### src/rtl/div_pkg.sv
// Shared types and constants for the multi-cycle DIV/DIVU sequencer.
package div_pkg;

   localparam int DIV_WIDTH = 32;

   // Quotient reported for a zero divisor: all ones, as the MIPS core expects.
   localparam logic [DIV_WIDTH-1:0] DIV_ZERO_QUOTIENT = '1;

   typedef enum logic [2:0] {
      IDLE  = 3'd0,
      LOAD  = 3'd1,
      ITER  = 3'd2,
      FIXUP = 3'd3,
      DONE  = 3'd4
   } div_state_t;

   function automatic logic is_busy_state(input div_state_t s);
      return (s == LOAD) || (s == ITER) || (s == FIXUP);
   endfunction

endpackage

### src/rtl/divider_controller_if.sv
// Request/result bundle between the execute stage (master) and the divider (slave).
interface divider_controller_if #(
   parameter int WIDTH = div_pkg::DIV_WIDTH
);
   logic             start;
   logic             signed_op;
   logic [WIDTH-1:0] dividend;
   logic [WIDTH-1:0] divisor;
   logic             busy;
   logic             done;
   logic [WIDTH-1:0] quotient;
   logic [WIDTH-1:0] remainder;
   logic             div_zero;

   modport master (
      output start, signed_op, dividend, divisor,
      input  busy, done, quotient, remainder, div_zero
   );

   modport slave (
      input  start, signed_op, dividend, divisor,
      output busy, done, quotient, remainder, div_zero
   );
endinterface

### src/rtl/div_step_counter.sv
// Loadable down counter that paces the one-bit-per-clock division loop.
import div_pkg::*;

module div_step_counter #(
   parameter int WIDTH = DIV_WIDTH,
   parameter int CW    = $clog2(WIDTH)
) (
   input  logic          clk,
   input  logic          reset,
   input  logic          load,
   input  logic          en,
   input  logic [CW-1:0] load_value,
   output logic          zero
);

   logic [CW-1:0] count_reg;
   logic [CW-1:0] count_next;

   // Load has priority; the count parks at zero instead of wrapping.
   always_comb begin
      count_next = count_reg;
      if (load) begin
         count_next = load_value;
      end else if (en && (count_reg != '0)) begin
         count_next = count_reg - 1'b1;
      end
   end

   always_ff @(posedge clk) begin
      if (!reset) begin
         count_reg <= '0;
      end else begin
         count_reg <= count_next;
      end
   end

   assign zero = (count_reg == '0);

endmodule

### src/rtl/divider_controller.sv
// Radix-2 restoring DIV/DIVU sequencer: sign handling, divide-by-zero result,
// one quotient bit per clock, registered results with a one-cycle Done pulse.
import div_pkg::*;

module divider_controller #(
   parameter int WIDTH = DIV_WIDTH
) (
   input  logic                 clk,
   input  logic                 reset,
   divider_controller_if.slave  bus
);

   localparam int               CW        = $clog2(WIDTH);
   localparam logic [CW-1:0]    LAST_STEP = CW'(WIDTH - 1);
   localparam logic [WIDTH-1:0] ZERO_Q    = {WIDTH{DIV_ZERO_QUOTIENT[0]}};

   div_state_t       state_reg;
   div_state_t       state_next;
   logic             busy_reg;
   logic             busy_next;
   logic             done_reg;
   logic             done_next;

   logic [WIDTH-1:0] dividend_reg;
   logic [WIDTH-1:0] divisor_reg;
   logic             signed_reg;
   logic [WIDTH-1:0] d_mag_reg;
   logic [WIDTH-1:0] r_reg;
   logic [WIDTH-1:0] q_reg;
   logic             neg_q_reg;
   logic             neg_r_reg;
   logic [WIDTH-1:0] quotient_reg;
   logic [WIDTH-1:0] remainder_reg;
   logic             div_zero_reg;

   logic             divisor_is_zero;
   logic             dividend_neg;
   logic             divisor_neg;
   logic [WIDTH-1:0] dividend_mag;
   logic [WIDTH-1:0] divisor_mag;
   logic [WIDTH:0]   r_shift;
   logic [WIDTH:0]   trial;
   logic [WIDTH-1:0] r_step;
   logic [WIDTH-1:0] q_step;

   logic             ctr_load;
   logic             ctr_en;
   logic             step_zero;

   div_step_counter #(
      .WIDTH (WIDTH),
      .CW    (CW)
   ) u_step_counter (
      .clk        (clk),
      .reset      (reset),
      .load       (ctr_load),
      .en         (ctr_en),
      .load_value (LAST_STEP),
      .zero       (step_zero)
   );

   // State register; busy/done are registered from the next state so no
   // output is decoded combinationally.
   always_ff @(posedge clk) begin
      if (!reset) begin
         state_reg <= IDLE;
         busy_reg  <= 1'b0;
         done_reg  <= 1'b0;
      end else begin
         state_reg <= state_next;
         busy_reg  <= busy_next;
         done_reg  <= done_next;
      end
   end

   always_comb begin
      state_next = state_reg;
      case (state_reg)
         IDLE:    if (bus.start) state_next = LOAD;
         LOAD:    state_next = divisor_is_zero ? DONE : ITER;
         ITER:    if (step_zero) state_next = FIXUP;
         FIXUP:   state_next = DONE;
         DONE:    state_next = IDLE;
         default: state_next = IDLE;
      endcase
   end

   always_comb begin
      busy_next = is_busy_state(state_next);
      done_next = (state_next == DONE);
      ctr_load  = (state_reg == LOAD) && !divisor_is_zero;
      ctr_en    = (state_reg == ITER);
   end

   // Magnitudes: in signed mode a set MSB means negative. The most negative
   // value maps to itself, which is the correct unsigned magnitude.
   always_comb begin
      divisor_is_zero = (divisor_reg == '0);
      dividend_neg    = signed_reg & dividend_reg[WIDTH-1];
      divisor_neg     = signed_reg & divisor_reg[WIDTH-1];
      dividend_mag    = dividend_neg ? -dividend_reg : dividend_reg;
      divisor_mag     = divisor_neg  ? -divisor_reg  : divisor_reg;
   end

   // One restoring step: shift {R,Q} left, try subtracting the divisor at
   // WIDTH+1 bits, keep the difference when it did not go negative.
   always_comb begin
      r_shift = {r_reg, q_reg[WIDTH-1]};
      trial   = r_shift - {1'b0, d_mag_reg};
      if (!trial[WIDTH]) begin
         r_step = trial[WIDTH-1:0];
         q_step = {q_reg[WIDTH-2:0], 1'b1};
      end else begin
         r_step = r_shift[WIDTH-1:0];
         q_step = {q_reg[WIDTH-2:0], 1'b0};
      end
   end

   always_ff @(posedge clk) begin
      if (!reset) begin
         dividend_reg  <= '0;
         divisor_reg   <= '0;
         signed_reg    <= 1'b0;
         d_mag_reg     <= '0;
         r_reg         <= '0;
         q_reg         <= '0;
         neg_q_reg     <= 1'b0;
         neg_r_reg     <= 1'b0;
         quotient_reg  <= '0;
         remainder_reg <= '0;
         div_zero_reg  <= 1'b0;
      end else begin
         case (state_reg)
            IDLE: begin
               if (bus.start) begin
                  dividend_reg <= bus.dividend;
                  divisor_reg  <= bus.divisor;
                  signed_reg   <= bus.signed_op;
               end
            end
            LOAD: begin
               if (divisor_is_zero) begin
                  quotient_reg  <= ZERO_Q;
                  remainder_reg <= dividend_reg;
                  div_zero_reg  <= 1'b1;
               end else begin
                  q_reg     <= dividend_mag;
                  d_mag_reg <= divisor_mag;
                  r_reg     <= '0;
                  neg_q_reg <= dividend_neg ^ divisor_neg;
                  neg_r_reg <= dividend_neg;
               end
            end
            ITER: begin
               r_reg <= r_step;
               q_reg <= q_step;
            end
            FIXUP: begin
               quotient_reg  <= neg_q_reg ? -q_reg : q_reg;
               remainder_reg <= neg_r_reg ? -r_reg : r_reg;
               div_zero_reg  <= 1'b0;
            end
            default: ;
         endcase
      end
   end

   assign bus.busy      = busy_reg;
   assign bus.done      = done_reg;
   assign bus.quotient  = quotient_reg;
   assign bus.remainder = remainder_reg;
   assign bus.div_zero  = div_zero_reg;

endmodule

### src/flat_wrapper.sv
// flat-port wrapper written by rule: the top's interface ports become plain ports
module divider_controller_flat 
#(
   parameter int WIDTH = DIV_WIDTH
)
  (clk, reset, bus_start, bus_signed_op, bus_dividend, bus_divisor, bus_busy, bus_done, bus_quotient, bus_remainder, bus_div_zero);
  divider_controller_if #(.WIDTH(WIDTH)) bus_i ();
  input  logic clk;
  input  logic reset;
  input wire logic [$bits(bus_i.start)-1:0] bus_start;
  input wire logic [$bits(bus_i.signed_op)-1:0] bus_signed_op;
  input wire logic [$bits(bus_i.dividend)-1:0] bus_dividend;
  input wire logic [$bits(bus_i.divisor)-1:0] bus_divisor;
  output wire logic [$bits(bus_i.busy)-1:0] bus_busy;
  output wire logic [$bits(bus_i.done)-1:0] bus_done;
  output wire logic [$bits(bus_i.quotient)-1:0] bus_quotient;
  output wire logic [$bits(bus_i.remainder)-1:0] bus_remainder;
  output wire logic [$bits(bus_i.div_zero)-1:0] bus_div_zero;
  assign bus_i.start = bus_start;
  assign bus_i.signed_op = bus_signed_op;
  assign bus_i.dividend = bus_dividend;
  assign bus_i.divisor = bus_divisor;
  assign bus_busy = bus_i.busy;
  assign bus_done = bus_i.done;
  assign bus_quotient = bus_i.quotient;
  assign bus_remainder = bus_i.remainder;
  assign bus_div_zero = bus_i.div_zero;
  divider_controller #(.WIDTH(WIDTH)) u_core (.clk(clk), .reset(reset), .bus(bus_i));
endmodule
### config.mk
export PLATFORM = sky130hd
export DESIGN_NAME = divider_controller_flat
export DESIGN_NICKNAME = d
export VERILOG_FILES = /design/src/rtl/div_pkg.sv /design/src/rtl/divider_controller_if.sv /design/src/rtl/div_step_counter.sv /design/src/rtl/divider_controller.sv /design/src/flat_wrapper.sv
export SDC_FILE = /design/constraint.sdc
export NUM_CORES = 1
export LEC_CHECK = 0
export BUFFER_PORTS_ARGS = -buffer_cell sky130_fd_sc_hd__buf_4
export CAP_MARGIN = 20
export CORE_ASPECT_RATIO = 0.6
export CORE_MARGIN = 2
export CORE_UTILIZATION = 30
export CTS_BUF_LIST = sky130_fd_sc_hd__clkbuf_4
export CTS_CLUSTER_SIZE = 24
export DETAILED_ROUTE_END_ITERATION = 6
export SLEW_MARGIN = 10
export SYNTH_ARGS = -nofsm -noshare
export SYNTH_HDL_FRONTEND = slang
export SYNTH_SLANG_ARGS = --single-unit
### constraint.sdc
create_clock -name clk -period 7.15 [get_ports clk]
set_clock_uncertainty 0.15 [all_clocks]
set_input_delay 1.43 -clock clk [delete_from_list [all_inputs] [get_ports clk]]
set_output_delay 1.43 -clock clk [all_outputs]
set_load 0.1 [all_outputs]
==> metrics.csv, run 1 <==
stage,metric,value,unit
place,Detail Placement HPWL,30.6,mm
yosys,syn nets,1743,
finish,"most common cell after layout, fill and taps aside",nand2_1,
routing,initial drt markers,1003,
setup_path,"Data required, critical path",7630,ps
power,LEAKAGE,5.89,nW
clocking,maximum buffer depth of the clock tree,3,
sta,highest clock rate,257,MHz
finish,fraction of layout cells with a size suffix above 1,14.7,%
global_routing,largest net degree at the start of global routing,97,
worst_hold_path,Hold Crit Depth,2,
clocking,H-Tree Level Count,2,
sta,setup TNS,0,ps
clocking,post-CTS sizing,0,
clocking,CTS Sinks,238,
floorplanning,Row Count,59,
global_routing,antenna violations before repair,0,
setup_path,flop2flop setup slack,3260,ps
yosys,synthesized flop and latch total,238,
finish,Nets,1842,
finish,Fillers,4569,
clocking,CTS tree,yes,
routing,post-route ant nets,0,
worst_hold_path,Hold Path Class,register to register,
global_routing,Tot GR Track Use,17.8,%
yosys,"Seq/Total Area, Yosys",36.1,%
place,Port Buffer Count,134,
sta,"Hold Violations, Final",0,
global_routing,vias in the first global route,11600,
sta,Slew @ Worst Pin,1050,ps
routing,number of iterations in the first detailed-routing pass,7,
yosys,Mapped Area,0.0132,mm²
yosys,ys async rst share,0,%
finish,Post-Layout Cell Count,2345,
finish,Layout area overhead,15.5,%
routing,routed len/inst,17.9,µm
routing,routed vias,12300,
sta,worst slack on hold paths,312,ps
yosys,post-synth cell types,74,
yosys,top_reg_cell synth,dfxtp_1,
floorplanning,Core Box Area,0.0434,mm²
place,Routability Congestion,0.885,
sta,Rel. slew slack,29.9,%
routing,vias per cell,5.25,
yosys,Gate Count Post-Synth,1636,
setup_path,Setup Crit Path Kind,register to register,
yosys,Yosys warning count,0,
floorplanning,chip height,167,µm
routing,drc violations,0,
sta,crit path time final,3890,ps
yosys,syn_area_per_cell,8.08,µm²
finish,Final Util,35.2,%
clocking,clock root buffer master,clkbuf_4,
run,# Max-Cap Violations,0,
finish,"commonest non-fill, non-tap cells in the layout","nand2_1, dfxtp_1, a21oi_1, buf_4, nor2_1",
finish,n_diodes,0,
status,status,completed,
floorplanning,Die W,275,µm
setup_path,CP Max Fanout,23,
place,placed cells,2254,
setup_path,cells on worst reg2reg path,13,
clocking,clock-pin slew on the worst setup and hold paths,80,ps
sta,RSZ-0062 raised after global routing,no,
sta,Final setup viols,0,
setup_path,Critical Path AT,4370,ps
routing,Post-Route WL,41.9,mm
clocking,setup repair bufs after CTS,0,
floorplanning,die area,0.0458,mm²
floorplanning,Initial Utilization,30.4,%
global_routing,total grt overflow,0,
sta,final period utilization,54.4,%
clocking,Hold Buf Count CTS,0,
floorplanning,I/O pins,135,
yosys,Post-synth EDFFs,0,
power,Final Power,4.01,mW
setup_path,crit start category,register,
global_routing,first-pass GRT wire length,65.1,mm
power,pwr/cell area,262,mW/mm²
clocking,CTS buffer count,58,
clocking,worst-skew pair later-pin latency,760,ps
power,VDD IR max,111,µV
setup_path,critical path endpoint category,register,
sta,Final Max Tran Viols,0,
-- worst paths after layout --
| kind | from | end |
|---|---|---|
| worst min-delay path | u_core.d_mag_reg[30] | u_core.d_mag_reg[30] |
| worst max-delay path | u_core.q_reg[31] | u_core.r_reg[0] |
| worst min register to register | u_core.d_mag_reg[30] | u_core.d_mag_reg[30] |
| worst max register to register | u_core.q_reg[31] | u_core.r_reg[0] |
-- worst max-delay path: stages (launching register included) --
cell and delay, ps:
dfxtp_1 340, inv_1 90, ha_1 230, fa_1 410
nor2b_1 220, o211a_1 250, o21ai_1 90, a21bo_2 240
a21oi_1 150, o221ai_1 240, xnor2_4 480, buf_4 470
mux2i_1 130, a32o_1 270
-- final cells by class --
cell class              instances  area (µm²)  area share, %
multi-input cells            1233        7800           51.1
flip-flops and latches        238        4760           31.2
repair buffers                149        1120           7.33
well taps                     579         724           4.75
clock buffers                  79         593           3.88
inverters                      55         211           1.39
clock inverters                12        50.0          0.328
-- report_power, final --
part	switching (mW)	total, mW	internal, mW
sequential	0.118	1.54	1.42
combinational	0.881	1.39	0.507
clock	0.580	1.08	0.502
total	1.58	4.01	2.43
-- metrics by stage --
| stage | area, µm² | setup WS, ps |
|---|---|---|
| floorplan | 13200 | 4070 |
| global placement | 14600 | 3410 |
| detailed placement | 14600 | 3320 |
| CTS | 15300 | 3280 |
| global route | 15300 | 3040 |
| finish | 15300 | 3260 |
-- cells by family (layout without fill, tap and decap cells) --
group / Yosys count / in the layout / synth area share, %
mux: 55 / 55 / 4.17
flops: 238 / 238 / 36.1
xor+xnor: 151 / 151 / 10.1
fa+ha+maj: 39 / 39 / 3.75
compound gates: 476 / 476 / 22.9
simple gates: 512 / 512 / 18.0
buf+inv: 165 / 295 / 5.12
-- synthesized netlist by cell type (9+ instances only) --
library cell  instances  share of area (%)
a22oi_1              30                1.7
o21ai_0              74                2.8
nand2_1             261                7.4
o21ai_1              11               0.42
buf_2                11               0.42
xor2_1               74                4.9
xnor2_1              76                5.0
nor2b_1               9               0.43
a21o_1               14               0.80
nor4_1               15               0.71
inv_1                55                1.6
mux2i_1              55                4.2
o31ai_1              32                1.8
nor2_1               93                2.6
dfxtp_1             238                 36
a21oi_1             157                5.9
nand3_1              11               0.42
and2_1                9               0.43
or4_1                14               0.80
a211oi_1             91                5.2
ha_1                 38                3.6
nor3_1               37                1.4
o41ai_1              19                1.3
clkbuf_1             90                2.6
-- layer usage --
| metal | GRT usage [%] | up-vias | share of wire, % |
|---|---|---|---|
| met2 | 23.5 | 428 | 39 |
| li1 | - | 6025 | - |
| met4 | 3.36 | 0 | 1.3 |
| met1 | 27.8 | 5800 | 51 |
| met5 | 0 | - | 0 |
| met3 | 5.08 | 55 | 9.1 |
Note: power is estimated with default switching activity, not from simulation.
==> run 2: changes to the inputs <==
--- a/config.mk
+++ b/config.mk
@@ -5,6 +5,7 @@
 export SDC_FILE = /design/constraint.sdc
 export NUM_CORES = 1
 export LEC_CHECK = 0
+export ABC_AREA = 1
 export BUFFER_PORTS_ARGS = -buffer_cell sky130_fd_sc_hd__buf_4
 export CAP_MARGIN = 20
 export CORE_ASPECT_RATIO = 0.6
==> constraint.sdc (replaced) <==
create_clock -name clk -period 3.4 [get_ports clk]
set_clock_uncertainty 0.15 [all_clocks]
set_input_delay 0.68 -clock clk [delete_from_list [all_inputs] [get_ports clk]]
set_output_delay 0.68 -clock clk [all_outputs]
set_load 0.1 [all_outputs]
==> metrics.csv, run 2 <==
stage,metric,value,unit
sta,highest clock rate,329,MHz
global_routing,total grt overflow,0,
setup_path,flop2flop setup slack,360,ps
finish,"most common cell after layout, fill and taps aside",nand2_1,
yosys,Mapped Area,0.0151,mm²
setup_path,critical path's slowest cell,fa_1,
yosys,Yosys warning count,0,
setup_path,critical path buffer and inverter count,2,
setup_path,Critical Path AT,3560,ps
place,Routability Congestion,0.973,
sta,setup TNS,0,ps
power,Final Power,10.6,mW
setup_path,most frequent CP cell,nand2_1,
yosys,share of the synthesized area in the top cell type,31.6,%
finish,fraction of layout cells with a size suffix above 1,11.1,%
floorplanning,Initial Utilization,30.4,%
yosys,post-synth cell types,48,
yosys,top_reg_cell synth,dfxtp_1,
yosys,Gate Count Post-Synth,2432,
setup_path,crit start category,register,
global_routing,Tot GR Track Use,22.7,%
yosys,syn_area_per_cell,6.19,µm²
setup_path,Reg-to-Reg Start,u_core.q_reg[31],
setup_path,"Data required, critical path",3930,ps
routing,routed len/inst,18.5,µm
routing,vias per cell,5.16,
setup_path,CP Max Fanout,8,
yosys,ys async rst share,0,%
yosys,Post-synth EDFFs,0,
global_routing,vias in the first global route,15200,
worst_hold_path,Hold Path End,u_core.dividend_reg[24],
routing,routed vias,16900,
setup_path,"slowest stage delay, CP",400,ps
sta,final period utilization,89.3,%
yosys,largest area contributor in the netlist,dfxtp_1,
clocking,CTS Sinks,238,
sta,crit path time final,3040,ps
finish,Fillers,5473,
worst_hold_path,hold_sp,bus_dividend[24],
floorplanning,chip height,178,µm
sta,RSZ-0062 raised after global routing,no,
routing,Post-Route WL,60.5,mm
clocking,setup repair bufs after CTS,0,
setup_path,Setup Crit Path Kind,register to register,
floorplanning,die area,0.0521,mm²
status,status,completed,
clocking,CTS tree,yes,
routing,number of iterations in the first detailed-routing pass,6,
power,VDD IR max,312,µV
finish,footprint of the multi-input gates,0.00862,mm²
power,pwr/cell area,600,mW/mm²
finish,Layout area overhead,17.1,%
power,LEAKAGE,8.47,nW
finish,Reg area,0.00476,mm²
clocking,H-Tree Level Count,2,
setup_path,cells on worst reg2reg path,16,
sta,Rel. slew slack,35.8,%
yosys,synthesized flop and latch total,238,
sta,Final Max Tran Viols,0,
yosys,syn nets,2539,
floorplanning,I/O pins,135,
yosys,most frequent cell after synthesis,nand2_1,
routing,initial drt markers,2080,
floorplanning,Die W,293,µm
place,Port Buffer Count,134,
worst_hold_path,Hold Crit Depth,3,
run,# Max-Cap Violations,0,
finish,Nets,2685,
place,Detail Placement HPWL,47.7,mm
routing,post-route ant nets,0,
clocking,CTS buffer count,59,
setup_path,Worst path top cell family by delay,simple AND/OR/NAND/NOR gates,
place,Place WS,408,ps
setup_path,sequence of cells on the critical path,"inv_1, ha_1, fa_1, inv_1, nand2_1, nand2_1, nand3_1, nand2_1, nand2_1, nand2_1, nand2_1, nand3_1, nand3_1, nand2_1, nand2_1, a21oi_1",
clocking,maximum buffer depth of the clock tree,3,
finish,Final Util,35.6,%
sta,"Hold Violations, Final",0,
clocking,clock root buffer master,clkbuf_4,
global_routing,first-pass GRT wire length,90.3,mm
sta,setup ws final,363,ps
yosys,Synth top cells by count,"nand2_1, inv_1, nor2_1",
global_routing,antenna violations before repair,1,
worst_hold_path,Hold Path Class,input port to register,
finish,"commonest non-fill, non-tap cells in the layout","nand2_1, inv_1, nor2_1, dfxtp_1, a21oi_1",
yosys,Synth area leaders,"dfxtp_1, nand2_1, inv_1",
setup_path,critical path endpoint category,register,
sta,Final setup viols,0,
floorplanning,Row Count,63,
routing,drc violations,0,
setup_path,Worst R2R End,u_core.r_reg[29],
clocking,clock-pin slew on the worst setup and hold paths,80,ps
sta,Slew @ Worst Pin,954,ps
clocking,worst-skew pair later-pin latency,800,ps
floorplanning,Core Box Area,0.0495,mm²
yosys,"Seq/Total Area, Yosys",31.6,%
global_routing,largest net degree at the start of global routing,161,
## run 2: repair_timing
| action | CTS | global route |
|---|---|---|
| hold endpoints to repair | 17 | 1 |
| gates resized for setup | 0 | 1 |
| setup endpoints to repair | 0 | 10 |
| hold buffers | 17 | 1 |
## run 2: tightest hold or removal path: stages
cell,delay [ps]
buf_4,70
o21ai_0,70
a21oi_1,110
## run 2: metrics by stage
stage               hold slack, ps  cells  instance area (µm²)
detailed placement             322   3149                16700
floorplan                      283   2432                15100
global route                  15.2   3269                17600
CTS                           2.85   3267                17600
finish                        21.3   3269                17600
global placement               306   3149                16700
## run 2: routing by layer
layer	global-route usage [%]	wire length (µm)
met4	3.87	883
met1	34.9	29900
met5	0	42
met2	29.7	22100
met3	7.91	7600
## run 2: worst max-delay path by stage
stage / cells after the start / from / slack (ps) / endpoint
after floorplan: 18 / u_core.q_reg[31] / 940 / u_core.r_reg[10]
after global placement: 17 / u_core.q_reg[31] / 510 / u_core.r_reg[29]
after detailed placement: 17 / u_core.q_reg[31] / 410 / u_core.r_reg[12]
after CTS: 17 / u_core.q_reg[31] / 320 / u_core.r_reg[12]
after global routing: 16 / u_core.q_reg[31] / 60 / u_core.r_reg[31]
final: 16 / u_core.q_reg[31] / 360 / u_core.r_reg[29]
## run 2: power by group
group / internal, mW / switching, mW / total [mW]
combinational: 1.40 / 3.44 / 4.84
clock: 1.15 / 1.30 / 2.45
sequential: 3.02 / 0.268 / 3.29
total: 5.57 / 5.01 / 10.6
## run 2: cells by family after synthesis
| kind of cell | share of synthesized area (%) |
|---|---|
| AO/OA/AOI/OAI | 17.5 |
| XOR/XNOR | 3.32 |
| adder cells (fa/ha/maj) | 3.29 |
| buffers and inverters | 11.3 |
| flip-flops | 31.6 |
| AND/OR/NAND/NOR | 32.9 |
## run 2: layout make-up
cell class | instances | area share (%)
Multi-Input combinational cell | 1758 | 48.9
Sequential cell | 238 | 27.0
Timing Repair Buffer | 183 | 8.26
Inverter | 338 | 7.19
Tap cell | 650 | 4.61
Clock buffer | 79 | 3.36
Clock inverter | 22 | 0.674
Antenna cell | 1 | 0.0142
